File: config.mk
export PLATFORM = sky130hd
export DESIGN_NAME = hazard_scoreboard_flat
export DESIGN_NICKNAME = d
export VERILOG_FILES = /design/src/rtl/hazard_scoreboard_pkg.sv /design/src/rtl/hazard_scoreboard_if.sv /design/src/rtl/hazard_scoreboard_src_match.sv /design/src/rtl/hazard_scoreboard.sv /design/src/flat_wrapper.sv
export SDC_FILE = /design/constraint.sdc
export NUM_CORES = 1
export LEC_CHECK = 0
export BUFFER_PORTS_ARGS = -buffer_cell sky130_fd_sc_hd__buf_4
export CORE_UTILIZATION = 53
export DETAILED_ROUTE_END_ITERATION = 10
export GPL_TIMING_DRIVEN = 0
export PLACE_DENSITY = 0.75
export SLEW_MARGIN = 25
export SYNTH_ARGS = -nofsm -noshare
export SYNTH_HDL_FRONTEND = slang
export SYNTH_HIERARCHICAL = 1
export SYNTH_SLANG_ARGS = --single-unit
File: constraint.sdc
create_clock -name clk -period 2.3 [get_ports clk]
set_input_delay 0.345 -clock clk [delete_from_list [all_inputs] [get_ports clk]]
set_output_delay 0.345 -clock clk [all_outputs]
set_load 0.03 [all_outputs]
File: src/rtl/hazard_scoreboard_pkg.sv
// Shared op-class encoding and producer-latency lookup for the hazard scoreboard.
// Optional feature macro used elsewhere in the block: HAZ_PERF_CNT_EN.
package hazard_pkg;

  typedef enum logic [1:0] {
    OP_ALU  = 2'd0,
    OP_LOAD = 2'd1,
    OP_MUL  = 2'd2,
    OP_RSV  = 2'd3
  } op_e;

  // Cycles a producer needs before its result can be forwarded; the reserved code behaves as ALU.
  function automatic int unsigned lat(input logic [1:0] op, input int unsigned mul_lat);
    case (op)
      OP_ALU:  lat = 32'd1;
      OP_LOAD: lat = 32'd2;
      OP_MUL:  lat = mul_lat;
      default: lat = 32'd1;
    endcase
  endfunction

endpackage

File: src/rtl/hazard_scoreboard_if.sv
// ID/EX pipeline-control bundle between the decode stage (master) and the scoreboard (slave).
// Optional feature macro used elsewhere in the block: HAZ_PERF_CNT_EN.
interface hazard_scoreboard_if #(
  parameter int unsigned REG_AW = 5,
  parameter int unsigned DEPTH  = 3
);
  localparam int unsigned FW_W = $clog2(DEPTH + 1);

  logic              id_valid;
  logic [REG_AW-1:0] id_rs1;
  logic [REG_AW-1:0] id_rs2;
  logic [1:0]        id_rs_used;
  logic [REG_AW-1:0] id_rd;
  logic              id_reg_write;
  logic [1:0]        id_op;
  logic              ex_flush;
  logic              stall;
  logic              ex_valid;
  logic [FW_W-1:0]   ex_fw1;
  logic [FW_W-1:0]   ex_fw2;

  modport master (
    output id_valid, id_rs1, id_rs2, id_rs_used, id_rd, id_reg_write, id_op, ex_flush,
    input  stall, ex_valid, ex_fw1, ex_fw2
  );

  modport slave (
    input  id_valid, id_rs1, id_rs2, id_rs_used, id_rd, id_reg_write, id_op, ex_flush,
    output stall, ex_valid, ex_fw1, ex_fw2
  );
endinterface

File: src/rtl/hazard_scoreboard_src_match.sv
// One source operand compared against every in-flight producer: forwarding select and stall need.
// Optional feature macro used elsewhere in the block: HAZ_PERF_CNT_EN.
module hazard_src_match
  import hazard_pkg::*;
#(
  parameter int unsigned REG_AW  = 5,
  parameter int unsigned DEPTH   = 3,
  parameter int unsigned MUL_LAT = 3,
  parameter int unsigned FW_W    = 2
) (
  input  logic [REG_AW-1:0]            i_rs,
  input  logic                         i_used,
  input  logic [DEPTH-1:0]             i_vld,
  input  logic [DEPTH-1:0][REG_AW-1:0] i_rd,
  input  logic [DEPTH-1:0][1:0]        i_op,
  output logic [FW_W-1:0]              o_sel,
  output logic                         o_need_stall
);

  logic [FW_W-1:0] w_sel;
  logic            w_need;
  logic            w_hit;
  logic            w_ok;
  logic            w_active;

  // Walk oldest to youngest so the lowest matching entry (youngest producer) is the last to win.
  always_comb begin
    w_sel  = '0;
    w_need = 1'b0;
    w_hit  = 1'b0;
    w_ok   = 1'b0;
    for (int k = DEPTH - 1; k >= 0; k--) begin
      w_hit  = i_vld[k] && (i_rd[k] == i_rs);
      w_ok   = ($unsigned(k) + 32'd1) >= lat(i_op[k], MUL_LAT);
      w_sel  = w_hit ? (w_ok ? FW_W'(k + 1) : '0) : w_sel;
      w_need = w_hit ? !w_ok : w_need;
    end
  end

  assign w_active     = i_used && (i_rs != '0);
  assign o_sel        = w_active ? w_sel : '0;
  assign o_need_stall = w_active & w_need;

endmodule

File: src/rtl/hazard_scoreboard.sv
// RAW hazard scoreboard: tracks in-flight producers, picks forwarding sources, stalls ID when too early.
// Define HAZ_PERF_CNT_EN to add the saturating stall_cnt performance counter output.
module hazard_scoreboard
  import hazard_pkg::*;
#(
  parameter int unsigned REG_AW  = 5,
  parameter int unsigned MUL_LAT = 3,
  parameter int unsigned DEPTH   = 3
) (
  input  logic                clk,
  input  logic                rst_n,
  hazard_scoreboard_if.slave  bus
`ifdef HAZ_PERF_CNT_EN
  ,
  output logic [31:0]         stall_cnt
`endif
);

  localparam int unsigned FW_W = $clog2(DEPTH + 1);

  logic [DEPTH-1:0]             r_vld;
  logic [DEPTH-1:0][REG_AW-1:0] r_rd;
  logic [DEPTH-1:0][1:0]        r_op;

  logic [FW_W-1:0] w_sel1;
  logic [FW_W-1:0] w_sel2;
  logic            w_need1;
  logic            w_need2;
  logic            w_stall;
  logic            w_adv;
  logic            w_track;

  hazard_src_match #(
    .REG_AW (REG_AW),
    .DEPTH  (DEPTH),
    .MUL_LAT(MUL_LAT),
    .FW_W   (FW_W)
  ) u_match_rs1 (
    .i_rs        (bus.id_rs1),
    .i_used      (bus.id_rs_used[0]),
    .i_vld       (r_vld),
    .i_rd        (r_rd),
    .i_op        (r_op),
    .o_sel       (w_sel1),
    .o_need_stall(w_need1)
  );

  hazard_src_match #(
    .REG_AW (REG_AW),
    .DEPTH  (DEPTH),
    .MUL_LAT(MUL_LAT),
    .FW_W   (FW_W)
  ) u_match_rs2 (
    .i_rs        (bus.id_rs2),
    .i_used      (bus.id_rs_used[1]),
    .i_vld       (r_vld),
    .i_rd        (r_rd),
    .i_op        (r_op),
    .o_sel       (w_sel2),
    .o_need_stall(w_need2)
  );

  // A flushed ID instruction never stalls; flush outranks the hazard.
  assign w_stall   = bus.id_valid & ~bus.ex_flush & (w_need1 | w_need2);
  assign w_adv     = ~w_stall & ~bus.ex_flush;
  assign w_track   = w_adv & bus.id_valid & bus.id_reg_write & (bus.id_rd != '0);
  assign bus.stall = w_stall;

  // Producer shift register plus EX-stage valid/select registers; stalls and flushes inject bubbles.
  always_ff @(posedge clk) begin
    if (!rst_n) begin
      r_vld        <= '0;
      r_rd         <= '0;
      r_op         <= '0;
      bus.ex_valid <= 1'b0;
      bus.ex_fw1   <= '0;
      bus.ex_fw2   <= '0;
    end else begin
      r_vld        <= {r_vld[DEPTH-2:0], w_track};
      r_rd         <= {r_rd[DEPTH-2:0], bus.id_rd};
      r_op         <= {r_op[DEPTH-2:0], bus.id_op};
      bus.ex_valid <= w_adv & bus.id_valid;
      bus.ex_fw1   <= w_adv ? w_sel1 : '0;
      bus.ex_fw2   <= w_adv ? w_sel2 : '0;
    end
  end

`ifdef HAZ_PERF_CNT_EN
  logic [31:0] r_stall_cnt;

  // Saturating count of stalled cycles.
  always_ff @(posedge clk) begin
    if (!rst_n) begin
      r_stall_cnt <= 32'd0;
    end else if (w_stall && (r_stall_cnt != 32'hFFFF_FFFF)) begin
      r_stall_cnt <= r_stall_cnt + 32'd1;
    end else begin
      r_stall_cnt <= r_stall_cnt;
    end
  end

  assign stall_cnt = r_stall_cnt;
`endif

endmodule

File: src/flat_wrapper.sv
// flat-port wrapper written by rule: the top's interface ports become plain ports
module hazard_scoreboard_flat import hazard_pkg::*;
#(
  parameter int unsigned REG_AW  = 5,
  parameter int unsigned MUL_LAT = 3,
  parameter int unsigned DEPTH   = 3
)
  (clk, rst_n, bus_id_valid, bus_id_rs1, bus_id_rs2, bus_id_rs_used, bus_id_rd, bus_id_reg_write, bus_id_op, bus_ex_flush, bus_stall, bus_ex_valid, bus_ex_fw1, bus_ex_fw2);
  hazard_scoreboard_if #(.REG_AW(REG_AW), .DEPTH(DEPTH)) bus_i ();
  input  logic clk;
  input  logic rst_n;
  input wire logic [$bits(bus_i.id_valid)-1:0] bus_id_valid;
  input wire logic [$bits(bus_i.id_rs1)-1:0] bus_id_rs1;
  input wire logic [$bits(bus_i.id_rs2)-1:0] bus_id_rs2;
  input wire logic [$bits(bus_i.id_rs_used)-1:0] bus_id_rs_used;
  input wire logic [$bits(bus_i.id_rd)-1:0] bus_id_rd;
  input wire logic [$bits(bus_i.id_reg_write)-1:0] bus_id_reg_write;
  input wire logic [$bits(bus_i.id_op)-1:0] bus_id_op;
  input wire logic [$bits(bus_i.ex_flush)-1:0] bus_ex_flush;
  output wire logic [$bits(bus_i.stall)-1:0] bus_stall;
  output wire logic [$bits(bus_i.ex_valid)-1:0] bus_ex_valid;
  output wire logic [$bits(bus_i.ex_fw1)-1:0] bus_ex_fw1;
  output wire logic [$bits(bus_i.ex_fw2)-1:0] bus_ex_fw2;
  assign bus_i.id_valid = bus_id_valid;
  assign bus_i.id_rs1 = bus_id_rs1;
  assign bus_i.id_rs2 = bus_id_rs2;
  assign bus_i.id_rs_used = bus_id_rs_used;
  assign bus_i.id_rd = bus_id_rd;
  assign bus_i.id_reg_write = bus_id_reg_write;
  assign bus_i.id_op = bus_id_op;
  assign bus_i.ex_flush = bus_ex_flush;
  assign bus_stall = bus_i.stall;
  assign bus_ex_valid = bus_i.ex_valid;
  assign bus_ex_fw1 = bus_i.ex_fw1;
  assign bus_ex_fw2 = bus_i.ex_fw2;
  hazard_scoreboard #(.REG_AW(REG_AW), .MUL_LAT(MUL_LAT), .DEPTH(DEPTH)) u_core (.clk(clk), .rst_n(rst_n), .bus(bus_i));
endmodule
# After elaboration in Yosys (flattened, before gate mapping)
# Cells that the tools add are included.
# W data, S select, Z words.
[classes] n_lt_le_gt_ge=3 n_eq_ne=12 muxes=18 bitwise_logic=11 n_reduce_logical=16
[ops] operator="$ge A2 B32 Y1 const A" n=2
[ops] operator="$ge A1 B32 Y1 const A" n=1
[ops] operator="$eq A5 B5 Y1" n=6
[ops] operator="$mux W2" n=8
[ops] operator="$reduce_bool A5 Y1" n=3
[ops] operator="$pmux W2 S2" n=3
[ops] operator="$and A1 B1 Y1" n=8
[ops] operator="$logic_and A1 B1 Y1" n=8
[ops] operator="$mux W1" n=7
[ops] operator="$eq A2 B1 Y1 const B" n=3
[ops] operator="$eq A2 B2 Y1 const B" n=3
[ops] operator="$reduce_and A3 Y1" n=2
[ops] operator="$logic_not A1 Y1" n=3
[ops] operator="$not A1 Y1" n=2
[ops] operator="$or A1 B1 Y1" n=1
[totals] reg_bits=29 in_bits=24 output_inout_bits=6 wordCells=70

# Longest topological paths before layout
# Gate-level depths: netlist (run 1).
[logic_depth] depth_word=15 depth_mapped=7 ltp_nobuf=7

# Hierarchy
# The synthesis (run 1) kept the hierarchy.
[by_module_without_submodules] module="hazard_scoreboard" instances=1 cells_per_inst=64 area_per_inst_um2=800.8 seq_area_each_um2=580.6
[by_module_without_submodules] module="hazard_src_match" instances=2 cells_per_inst=35 area_per_inst_um2=301.5 seq_area_each_um2=0.0

# Worst setup path after synthesis (run 1)
# Ideal clock, no wire load.
[synth_timing] path_kind="input to output" startpoint="input port bus_id_rs2[0]" endpoint="output port bus_stall" arrival_time_ns=1.674 required_time_ns=1.955 path_slack_ns=0.281 cell_stages=6 cell_sequence="xor2_1 > nor4_2 > nand3_1 > o31ai_1 > o21ai_0 > nor2_1"
[synth_via] elab_chain_len=8 elab_cells_between_ends=14 classes_between="3 x eq/ne; 3 x mux; 3 x bitwise; 5 x reduce/logical"
[synth_rtl] element="from (decl)" line="flat_wrapper.sv:14" rtl="input wire logic [$bits(bus_i.id_rs2)-1:0] bus_id_rs2;"
[synth_rtl] element="$eq A5 B5 Y1" line="hazard_scoreboard_src_match.sv:33" rtl="w_hit = i_vld[k] && (i_rd[k] == i_rs);"
[synth_rtl] element="$logic_and A1 B1 Y1" line="hazard_scoreboard_src_match.sv:33"
[synth_rtl] element="$mux W1 (3 in a row)" line="hazard_scoreboard_src_match.sv:36" rtl="w_need = w_hit ? !w_ok : w_need;"
[synth_rtl] element="$and A1 B1 Y1 (*)" line="hazard_scoreboard_src_match.sv:42" rtl="assign o_need_stall = w_active & w_need;"
[synth_rtl] element="via u_core.w_need2" line="hazard_scoreboard.sv:28" rtl="logic w_need2;"
[synth_rtl] element="$or A1 B1 Y1 (*)" line="hazard_scoreboard.sv:64" rtl="assign w_stall = bus.id_valid & ~bus.ex_flush & (w_need1 | w_need2);"
[synth_rtl] element="$and A1 B1 Y1 (*)" line="hazard_scoreboard.sv:64"
[synth_rtl] element="to (decl)" line="flat_wrapper.sv:20" rtl="output wire logic [$bits(bus_i.stall)-1:0] bus_stall;"
# The timed path passes the listed nets; every way through them passes the cells marked *.

# Worst setup path in the final report (run 1)
[layout_timing] startpoint="register u_core/r_rd[5] in the netlist's numbering" endpoint="output port bus_stall"
[layout_via] elab_chain_len=7 elab_cells_between_ends=12 classes_between="2 x eq/ne; 4 x mux; 4 x bitwise; 2 x reduce/logical"
[layout_rtl] element="from (decl)" line="hazard_scoreboard.sv:22" rtl="logic [DEPTH-1:0][REG_AW-1:0] r_rd;"
[layout_rtl] element="from (signal assigned)" line="hazard_scoreboard.sv:80" rtl="r_rd <= {r_rd[DEPTH-2:0], bus.id_rd};"
[layout_rtl] element="$eq A5 B5 Y1" line="hazard_scoreboard_src_match.sv:33"
[layout_rtl] element="$logic_and A1 B1 Y1" line="hazard_scoreboard_src_match.sv:33"
[layout_rtl] element="$mux W1 (2 in a row)" line="hazard_scoreboard_src_match.sv:36"
[layout_rtl] element="$and A1 B1 Y1" line="hazard_scoreboard_src_match.sv:42"
[layout_rtl] element="via u_core.w_need2" line="hazard_scoreboard.sv:28"
[layout_rtl] element="$or A1 B1 Y1" line="hazard_scoreboard.sv:64"
[layout_rtl] element="$and A1 B1 Y1" line="hazard_scoreboard.sv:64"
# The timed path passes the listed nets, and every way through them passes these cells.

==> results of run 1 <==
registers in the layout, summed over array words and instances (netlist names):
| name | count |
|---|---|
| u_core/r_vld | 3 |
| u_core/bus.ex_fw2 | 2 |
| u_core/bus.ex_fw1 | 2 |
| u_core/r_rd | 15 |
| u_core/bus.ex_valid | 1 |
| u_core/r_op | 4 |
layer usage:
| layer | part of all wire | track usage | vias up |
|---|---|---|---|
| li1 | - | - | 524 |
| met1 | 0.44 | 0.2872 | 504 |
| met2 | 0.51 | 0.4051 | 23 |
| met3 | 0.034 | 0.03188 | 6 |
| met4 | 0.016 | 0.1009 | 0 |
| met5 | 0 | 0 | - |
worst register-to-register path: stages, from the launching register on:
cell and delay, ns:
sky130_fd_sc_hd__dfxtp_2 0.38, sky130_fd_sc_hd__xor2_1 0.15, sky130_fd_sc_hd__nor4_2 0.39, sky130_fd_sc_hd__nand3_1 0.17, sky130_fd_sc_hd__o31ai_2 0.20, sky130_fd_sc_hd__o21ai_1 0.11, sky130_fd_sc_hd__and3b_1 0.24, sky130_fd_sc_hd__and2_1 0.17
final cells by class:
cell class | instances | area, µm²
plain buffers | 2 | 7.507
clock buffers | 3 | 22.52
clock inverters | 1 | 7.507
fillers | 178 | 605.6
multi-input cells | 101 | 813.3
flip-flops and latches | 27 | 543.0
well taps | 28 | 35.03
repair buffers | 35 | 262.8
power groups by stage:
stage	sequential, mW	combinational [mW]	clock, mW
3_3_place_gp	0.509	0.134	0
5_1_grt	0.501	0.157	0.241
3_5_place_dp	0.509	0.138	0
6_report	0.499	0.146	0.215
4_1_cts	0.499	0.144	0.224
2_1_floorplan	0.506	0.0780	0
stage by stage:
stage	area (µm²)	setup slack [ns]	util
after global placement	1604	0.05766	0.6983
after global routing	1692	-0.2040	0.7364
after floorplan	1351	0.2809	-
after CTS	1685	-0.04656	0.7337
after detailed placement	1604	0.04899	0.6983
final	1692	-0.03790	0.7364
worst max path at each step:
stage                   startpoint         to  slack (ns)  cells after the start
floorplan            bus_id_rs2[0]  bus_stall        0.28                      6
global placement     bus_id_rs1[0]  bus_stall        0.06                      8
detailed placement   bus_id_rs1[0]  bus_stall        0.05                      8
CTS                 u_core/r_rd[7]  bus_stall       -0.05                      7
global route        u_core/r_rd[5]  bus_stall       -0.20                      7
finish              u_core/r_rd[5]  bus_stall       -0.04                      7
repair_timing:
item / CTS / global route
endpoints found under the setup margin: 1 / 1
pin swaps: 6 / 2
endpoints found under the hold margin: 0 / 0
gates cloned: 0 / 0
resized for setup: 3 / 2
buffers inserted: 6 / 0
==> results.toml, run 1 <==
[run_status]
outcome = "complete, but fails checks"
violations_in_the_final_reports = "negative setup slack"

[clock_network]
insertion_delay_ns = 0.33
cts_buffers = 3
cts.sinks = 27
cts.hold.buffers_added = 0
cts_max_level = 1
clk_pin_slew_ns = 0.15
clock_tree.buffer_depth = 2
clock_tree.root_cell = "sky130_fd_sc_hd__clkbuf_4"
tritoncts = "built"

[timing]
worst_slew_margin_rel = 0.7488
layout_min_cycle_time_ns = 2.338
timing.fmax_mhz = 427.7
final_hold_viol_count = 0
layout_setup_ws_ns = -0.03790
finalMaxSlewViolations = 0
max_slew.worst_pin.slew_ns = 0.3768
final.setup_skew_ns = 0.004975
layout_worst_path_cycle_share = 1.016
setup_repair_after_global_routing_missed_its_margin = "true"
setup_total_negative_slack_ns = -0.03790
finalSetupViolCount = 1
final.hold.worst_slack_ns = 0.2042

[layout]
final_net_count = 194
most_common_cell_after_layout_fill_and_taps_aside = "sky130_fd_sc_hd__buf_4"
final_layout_size_suffix_gt1_frac = 0.3077
most-common-layout-cells = "sky130_fd_sc_hd__buf_4 (35), sky130_fd_sc_hd__and2_1 (29), sky130_fd_sc_hd__dfxtp_1 (25)"
n_antenna_cell = 0
syn_to_final_growth_pct = 25.19
layout.cells.non_filler = 197

[min_path]
holdCritStartpoint = "bus_id_rd[4]"
min_path_type = "in2reg"
min_delay_path_depth = 2
worstHoldEndpoint = "u_core/r_rd[4]"

[yosys]
postSynthAreaPerCell_um2 = 10.39
synth-warning-count = 6
synthesis.instances = 130
syn-cell-area_um2 = 1351
syn-num-nets = 154

[critical_path]
worst-setup-path-type = "reg2out"
startpoint_type = "register"
crit-reg2reg-capture = "u_core/bus.ex_fw2[0]"
timing.critical_path.fanout_max = 3
flop_to_flop_setup_slack_ns = 0.41
crit_arrival_ns = 1.99
crit_path_max_incr_delay_ns = 0.39
cp.required_ns = 1.96
crit_path_cell_trace = "xor2_1 -> nor4_2 -> nand3_1 -> o31ai_2 -> o21ai_1 -> nor2_1 -> buf_4"
critical_path_buf_inv_count = 1
crit_family = "simple AND/OR/NAND/NOR gates"
ff2ff_path_depth = 7
critical_path.reg2reg.startpoint = "u_core/r_rd[5]"
end_kind = "primary output"
crit_slowest_cell = "sky130_fd_sc_hd__nor4_2"

[floorplan]
dieWidth_um = 52.50
core_area_um2 = 2297
core.rowCount = 17
fp.dieArea_um2 = 2756
start_util = 0.5882
floorplan.die.height_um = 52.50
i_o_pins = 30

[detailed_routing]
antenna_left = 0
vias = 1057
drt-wirelength-per-cell_um = 14.35
drt_wl_total_mm = 2.827
initialDrtViolationCount = 16
detailedRoute.firstPassIterationCount = 4
viasPerCell = 5.365
residual_drc_count = 0

[placed_design]
place_inst = 187
place.port_buffers = 29
gp_congestion = 0.9035
dp.final_hpwl_mm = 2.162

[grt]
grt_start_max_net_pins = 17
grt_antenna_before_repair = 0
gr-total-overflow = 0
grt_first_pass_wirelength_mm = 4.581
grt_usage = 0.2347
number_of_global_route_vias_before_repair = 1007

[power_and_ir_drop]
share_comb_of_total_power = 0.170
power_density_of_the_placed_cells_nw_per_um2 = 508.4
pwr-share-clk = 0.250
sequentialPowerShare = 0.580
power.ir.vdd_worst_mv = 0.4873
intPower_mw = 0.6266
p_sw_frac = 0.2714
net-switching-power_mw = 0.2334
report.power.total_mw = 0.8600
p_leak_nw = 0.7265

[run]
drv_cap = 0
(Power assumes the default switching activity.)
==> inputs of run 2 (changes only) <==
CORE_UTILIZATION = 35   (was 53)
PLACE_DENSITY = 0.52   (was 0.75)
==> results.toml, run 2 (same netlist as run 1, synthesis figures left out) <==
[grt]
grt_start_max_net_pins = 15
grt_usage = 0.1671
grt_antenna_before_repair = 0
grt_util_met2 = 0.2726
grt_first_pass_wirelength_mm = 5.168
groute.layer.met3.usage = 0.04643
number_of_global_route_vias_before_repair = 1103
gr-total-overflow = 0
gr-usage-met1 = 0.2122
gr-max-usage-layer = "met2"

[timing]
max_slew.worst_pin.slew_ns = 0.3976
timing.fmax_mhz = 437.2
worst_slew_margin_rel = 0.7349
final_hold_viol_count = 0
finalMaxSlewViolations = 0
layout_worst_path_cycle_share = 0.9945
final.setup_skew_ns = 0.004115
layout_min_cycle_time_ns = 2.287
setup_total_negative_slack_ns = 0
finalSetupViolCount = 0
setup_repair_after_global_routing_missed_its_margin = "true"

[detailed_routing]
detailedRoute.firstPassIterationCount = 4
antenna_left = 0
viasPerCell = 4.770
initialDrtViolationCount = 62
drt-wirelength-per-cell_um = 13.85
residual_drc_count = 0
drt_wl_total_mm = 3.075
vias = 1059

[clock_network]
cts_max_level = 1
clock_tree.root_cell = "sky130_fd_sc_hd__clkbuf_8"
insertion_delay_ns = 0.27
tritoncts = "built"
cts.hold.buffers_added = 0
cts_buffers = 3
clock_tree.buffer_depth = 2
clk_pin_slew_ns = 0.09
cts.sinks = 27

[floorplan]
fp.dieArea_um2 = 4113
dieWidth_um = 64.14
floorplan.die.height_um = 64.14
start_util = 0.3664
i_o_pins = 30
core.rowCount = 22
core_area_um2 = 3689

[layout]
most-common-layout-cells = "sky130_fd_sc_hd__buf_4 (40), sky130_fd_sc_hd__and2_1 (29), sky130_fd_sc_hd__dfxtp_1 (25)"
regMostFlops = "u_core/r_rd"
layout.cells.non_filler = 222
max_reg_flops = 15
final_layout_size_suffix_gt1_frac = 0.3448
final_net_count = 199
syn_to_final_growth_pct = 33.98
most_common_cell_after_layout_fill_and_taps_aside = "sky130_fd_sc_hd__buf_4"
biggestRegsByFlops = "u_core/r_rd: 15 flops, u_core/r_op: 4 flops, u_core/r_vld: 3 flops"
n_antenna_cell = 0

[critical_path]
flop_to_flop_setup_slack_ns = 0.01
ff2ff_path_depth = 12
crit_path_cell_trace = "xor2_1 -> nor4_2 -> nand3_1 -> buf_4 -> buf_4 -> buf_4 -> buf_4 -> buf_4 -> buf_4 -> buf_4 -> a211oi_2 -> and2_1"
crit_path_max_incr_delay_ns = 0.37
cp.required_ns = 2.52
timing.critical_path.fanout_max = 3
startpoint_type = "register"
crit_arrival_ns = 2.50
worst-setup-path-type = "reg2reg"
crit_slowest_cell = "sky130_fd_sc_hd__dfxtp_4"
end_kind = "register"
critical_path.reg2reg.startpoint = "u_core/r_rd[5]"
crit-reg2reg-capture = "u_core/bus.ex_fw2[1]"
most_numerous_cell_on_the_critical_path = "sky130_fd_sc_hd__buf_4"

[power_and_ir_drop]
power_density_of_the_placed_cells_nw_per_um2 = 503.1
report.power.total_mw = 0.9109
p_leak_nw = 0.7568
power.ir.vdd_worst_mv = 0.2464

[min_path]
min_path_type = "in2reg"
worstHoldEndpoint = "u_core/r_rd[4]"
min_delay_path_depth = 2
holdCritStartpoint = "bus_id_rd[4]"

[placed_design]
dp.final_hpwl_mm = 2.343
gp_congestion = 0.7758
place.port_buffers = 29
place_inst = 207

[run_status]
outcome = "completed"

[run]
drv_cap = 0
-- run 2: critical path, delay by kind of cell (launching register included) --
| kind | cells | cell delay [ns] |
|---|---|---|
| buffers and inverters | 7 | 0.88 |
| AND/OR/NAND/NOR | 3 | 0.64 |
| XOR/XNOR | 1 | 0.15 |
| flip-flops | 1 | 0.37 |
| AO/OA/AOI/OAI | 1 | 0.19 |
-- run 2: per-layer routing --
metal  vias to the layer above  part of all wire
met5                         -                 0
met4                         0            0.0068
li1                        532                 -
met1                       503              0.49
met2                        22              0.47
met3                         2             0.039
-- run 2: report_power, final --
| part | switching [mW] | internal, mW |
|---|---|---|
| Combinational | 0.0721 | 0.0749 |
| Clock | 0.142 | 0.124 |
| Sequential | 0.0154 | 0.482 |
-- run 2: worst max-delay path by stage --
stage	endpoint	slack, ns	from	depth (start not counted)
6_report	u_core/bus.ex_fw2[1]	0.01	u_core/r_rd[5]	12
5_1_grt	bus_stall	-0.09	u_core/r_rd[5]	7
4_1_cts	bus_stall	0.009	u_core/r_rd[7]	7
3_5_place_dp	bus_stall	0.0002	bus_id_rs1[0]	8
3_3_place_gp	bus_stall	-0.0006	bus_id_rs1[0]	8
2_1_floorplan	bus_stall	0.28	bus_id_rs2[0]	6
-- run 2: metrics by stage --
stage	hold WS, ns	setup WS (ns)	instance area (µm²)	utilization
floorplan	0.4403	0.2809	1351	-
global placement	0.4536	-0.0006362	1629	0.4417
detailed placement	0.4692	0.0001676	1629	0.4417
CTS	0.2757	0.009085	1759	0.4769
global route	0.2644	-0.09279	1810	0.4908
finish	0.2769	0.01265	1810	0.4908
-- run 2: area by class of cell --
class	instances	area, µm²
multi-input cells	101	852.1
flip-flops and latches	27	545.5
fillers	344	1878
clock buffers	4	45.04
plain buffers	2	7.507
well taps	48	60.06
repair buffers	40	300.3
-- run 2: timing repair --
item                       in CTS  in global routing
cloned                          0                  0
buffers inserted               10                  1
setup endpoints to repair       1                  2
pin swaps                       5                  8
resized for setup               3                  9
==> inputs of run 3 (changes only) <==
==> constraint.sdc (replaced) <==
create_clock -name clk -period 2.3 [get_ports clk]
set_input_delay 0.345 -clock clk [delete_from_list [all_inputs] [get_ports clk]]
set_output_delay 0.345 -clock clk [all_outputs]
set_load 0.1 [all_outputs]
==> results.toml, run 3 (same netlist as run 1, synthesis figures left out) <==
[critical_path]
worst-setup-path-type = "reg2out"
critical_path_buf_inv_count = 1
timing.critical_path.fanout_max = 3
ff2ff_path_depth = 7
flop_to_flop_setup_slack_ns = 0.30
end_kind = "primary output"
critical_path.startpoint = "u_core/r_rd[5]"
crit_path_end = "bus_stall"
crit_arrival_ns = 2.00
crit_family = "simple AND/OR/NAND/NOR gates"
critical_path.reg2reg.startpoint = "u_core/r_rd[1]"
crit_path_cell_trace = "xor2_1 -> nor4_2 -> nand3_1 -> o31ai_4 -> o21ai_2 -> nor2_4 -> buf_12"
crit_slowest_cell = "sky130_fd_sc_hd__dfxtp_2"
crit-reg2reg-capture = "u_core/r_vld[0]"
worstSetupPathDepth = 7
crit_path_max_incr_delay_ns = 0.35
startpoint_type = "register"
cp.required_ns = 1.96

[timing]
final_hold_viol_count = 0
max_slew.worst_pin.slew_ns = 0.3690
final.hold.worst_slack_ns = 0.2744
finalMaxSlewViolations = 0
timing.fmax_mhz = 426.6
worst_slew_margin_rel = 0.7540
final.setup_skew_ns = 0.0008510
layout_setup_ws_ns = -0.04423
layout_min_cycle_time_ns = 2.344
finalSetupViolCount = 1
setup_repair_after_global_routing_missed_its_margin = "true"
layout_worst_path_cycle_share = 1.019

[power_and_ir_drop]
intPower_mw = 0.6810
p_sw_frac = 0.2552
power.ir.vdd_worst_mv = 0.2607
sequentialPowerShare = 0.544
net-switching-power_mw = 0.2334
pwr-share-clk = 0.295
share_comb_of_total_power = 0.161
power_density_of_the_placed_cells_nw_per_um2 = 524.3
p_leak_nw = 0.7199

[grt]
grt_start_max_net_pins = 15
grt_antenna_before_repair = 0
gr-total-overflow = 0
grt_usage = 0.1654
grt_first_pass_wirelength_mm = 5.071
number_of_global_route_vias_before_repair = 1097

[placed_design]
place.port_buffers = 29
gp_congestion = 0.8113
dp.final_hpwl_mm = 2.363
pre_cts_slack_ns = -0.2497

[floorplan]
floorplan.die.height_um = 64.14
core_area_um2 = 3689
start_util = 0.3664
fp.dieArea_um2 = 4113
i_o_pins = 30
dieWidth_um = 64.14
core.rowCount = 22

[run_status]
outcome = "complete, but fails checks"
violations_in_the_final_reports = "negative setup slack"

[clock_network]
cts.sinks = 27
clock_tree.root_cell = "sky130_fd_sc_hd__clkbuf_8"
cts_buffers = 3
clock_tree.buffer_depth = 2
cts.hold.buffers_added = 0
tritoncts = "built"
cts_max_level = 1
insertion_delay_ns = 0.27
clk_pin_slew_ns = 0.09

[layout]
max_reg_flops = 15
final_layout_size_suffix_gt1_frac = 0.3030
regMostFlops = "u_core/r_rd"
final_net_count = 190
biggestRegsByFlops = "u_core/r_rd: 15 flops, u_core/r_op: 4 flops, u_core/r_vld: 3 flops"
most-common-layout-cells = "sky130_fd_sc_hd__buf_4 (30), sky130_fd_sc_hd__and2_1 (29), sky130_fd_sc_hd__dfxtp_1 (24), sky130_fd_sc_hd__xor2_1 (24), sky130_fd_sc_hd__xnor2_1 (8)"
most_common_cell_after_layout_fill_and_taps_aside = "sky130_fd_sc_hd__buf_4"
syn_to_final_growth_pct = 29.07
n_antenna_cell = 0

[detailed_routing]
drt-wirelength-per-cell_um = 13.98
residual_drc_count = 0
viasPerCell = 4.803
vias = 1023
detailedRoute.firstPassIterationCount = 4
drt_wl_total_mm = 2.977
initialDrtViolationCount = 40
antenna_left = 0

[run]
drv_cap = 0

[min_path]
holdCritStartpoint = "bus_id_rd[2]"
min_path_type = "in2reg"
==> run 3: layer usage <==
layer / wire (µm) / up-vias / global-route usage / part of all wire
met5: 0 / - / 0 / 0
met3: 120 / 4 / 0.03036 / 0.040
met4: 34 / 0 / 0.05833 / 0.011
li1: - / 515 / - / -
met1: 1404 / 480 / 0.2105 / 0.47
met2: 1418 / 24 / 0.2779 / 0.48
==> run 3: repair_timing <==
item / in CTS / in global routing
pin swaps: 6 / 4
buffers inserted: 2 / 0
setup endpoints to repair: 1 / 1
cloned: 0 / 0
gates resized for setup: 9 / 3
==> run 3: area by class of cell <==
| cell class | instances | area, µm² |
|---|---|---|
| fill | 358 | 1944 |
| multi-input combinational | 101 | 842.1 |
| sequential | 27 | 544.3 |
| timing repair buffer | 31 | 245.2 |
| tap | 48 | 60.06 |
| clock buffer | 4 | 45.04 |
| buffer | 2 | 7.507 |
==> run 3: worst min-delay path by stage <==
stage | slack, ns | end | depth (start not counted)
after global routing | 0.27 | u_core/r_op[1] | 2
after detailed placement | 0.46 | u_core/r_vld[1] | 1
after CTS | 0.27 | u_core/r_op[1] | 2
after global placement | 0.46 | u_core/r_vld[1] | 1
final | 0.27 | u_core/r_rd[2] | 2
after floorplan | 0.44 | u_core/r_vld[1] | 1
==> run 3: power groups by stage <==
| stage | registers [mW] | clock network (mW) | logic, mW |
|---|---|---|---|
| 2_1_floorplan | 0.510 | 0 | 0.0781 |
| 3_3_place_gp | 0.508 | 0 | 0.142 |
| 3_5_place_dp | 0.508 | 0 | 0.145 |
| 4_1_cts | 0.497 | 0.277 | 0.148 |
| 5_1_grt | 0.500 | 0.298 | 0.161 |
| 6_report | 0.498 | 0.270 | 0.147 |
==> run 3: stage by stage <==
| step | setup TNS, ns | util | std cells | total power [mW] | area [µm²] |
|---|---|---|---|---|---|
| after detailed placement | -0.8539 | 0.4437 | 207 | 0.6531 | 1637 |
| after global routing | -0.1515 | 0.4729 | 213 | 0.9583 | 1744 |
| final | -0.04423 | 0.4729 | 213 | 0.9144 | 1744 |
| after CTS | -0.03575 | 0.4698 | 213 | 0.9222 | 1733 |
| after floorplan | 0 | - | 130 | 0.5881 | 1359 |
| after global placement | -0.5670 | 0.4437 | 207 | 0.6500 | 1637 |
==> run 3: worst reg2reg max path, delay by kind of cell (launching register included) <==
family,cells,cell delay (ns)
compound gates,3,0.52
xor+xnor,1,0.17
flops,1,0.35
simple gates,3,0.91
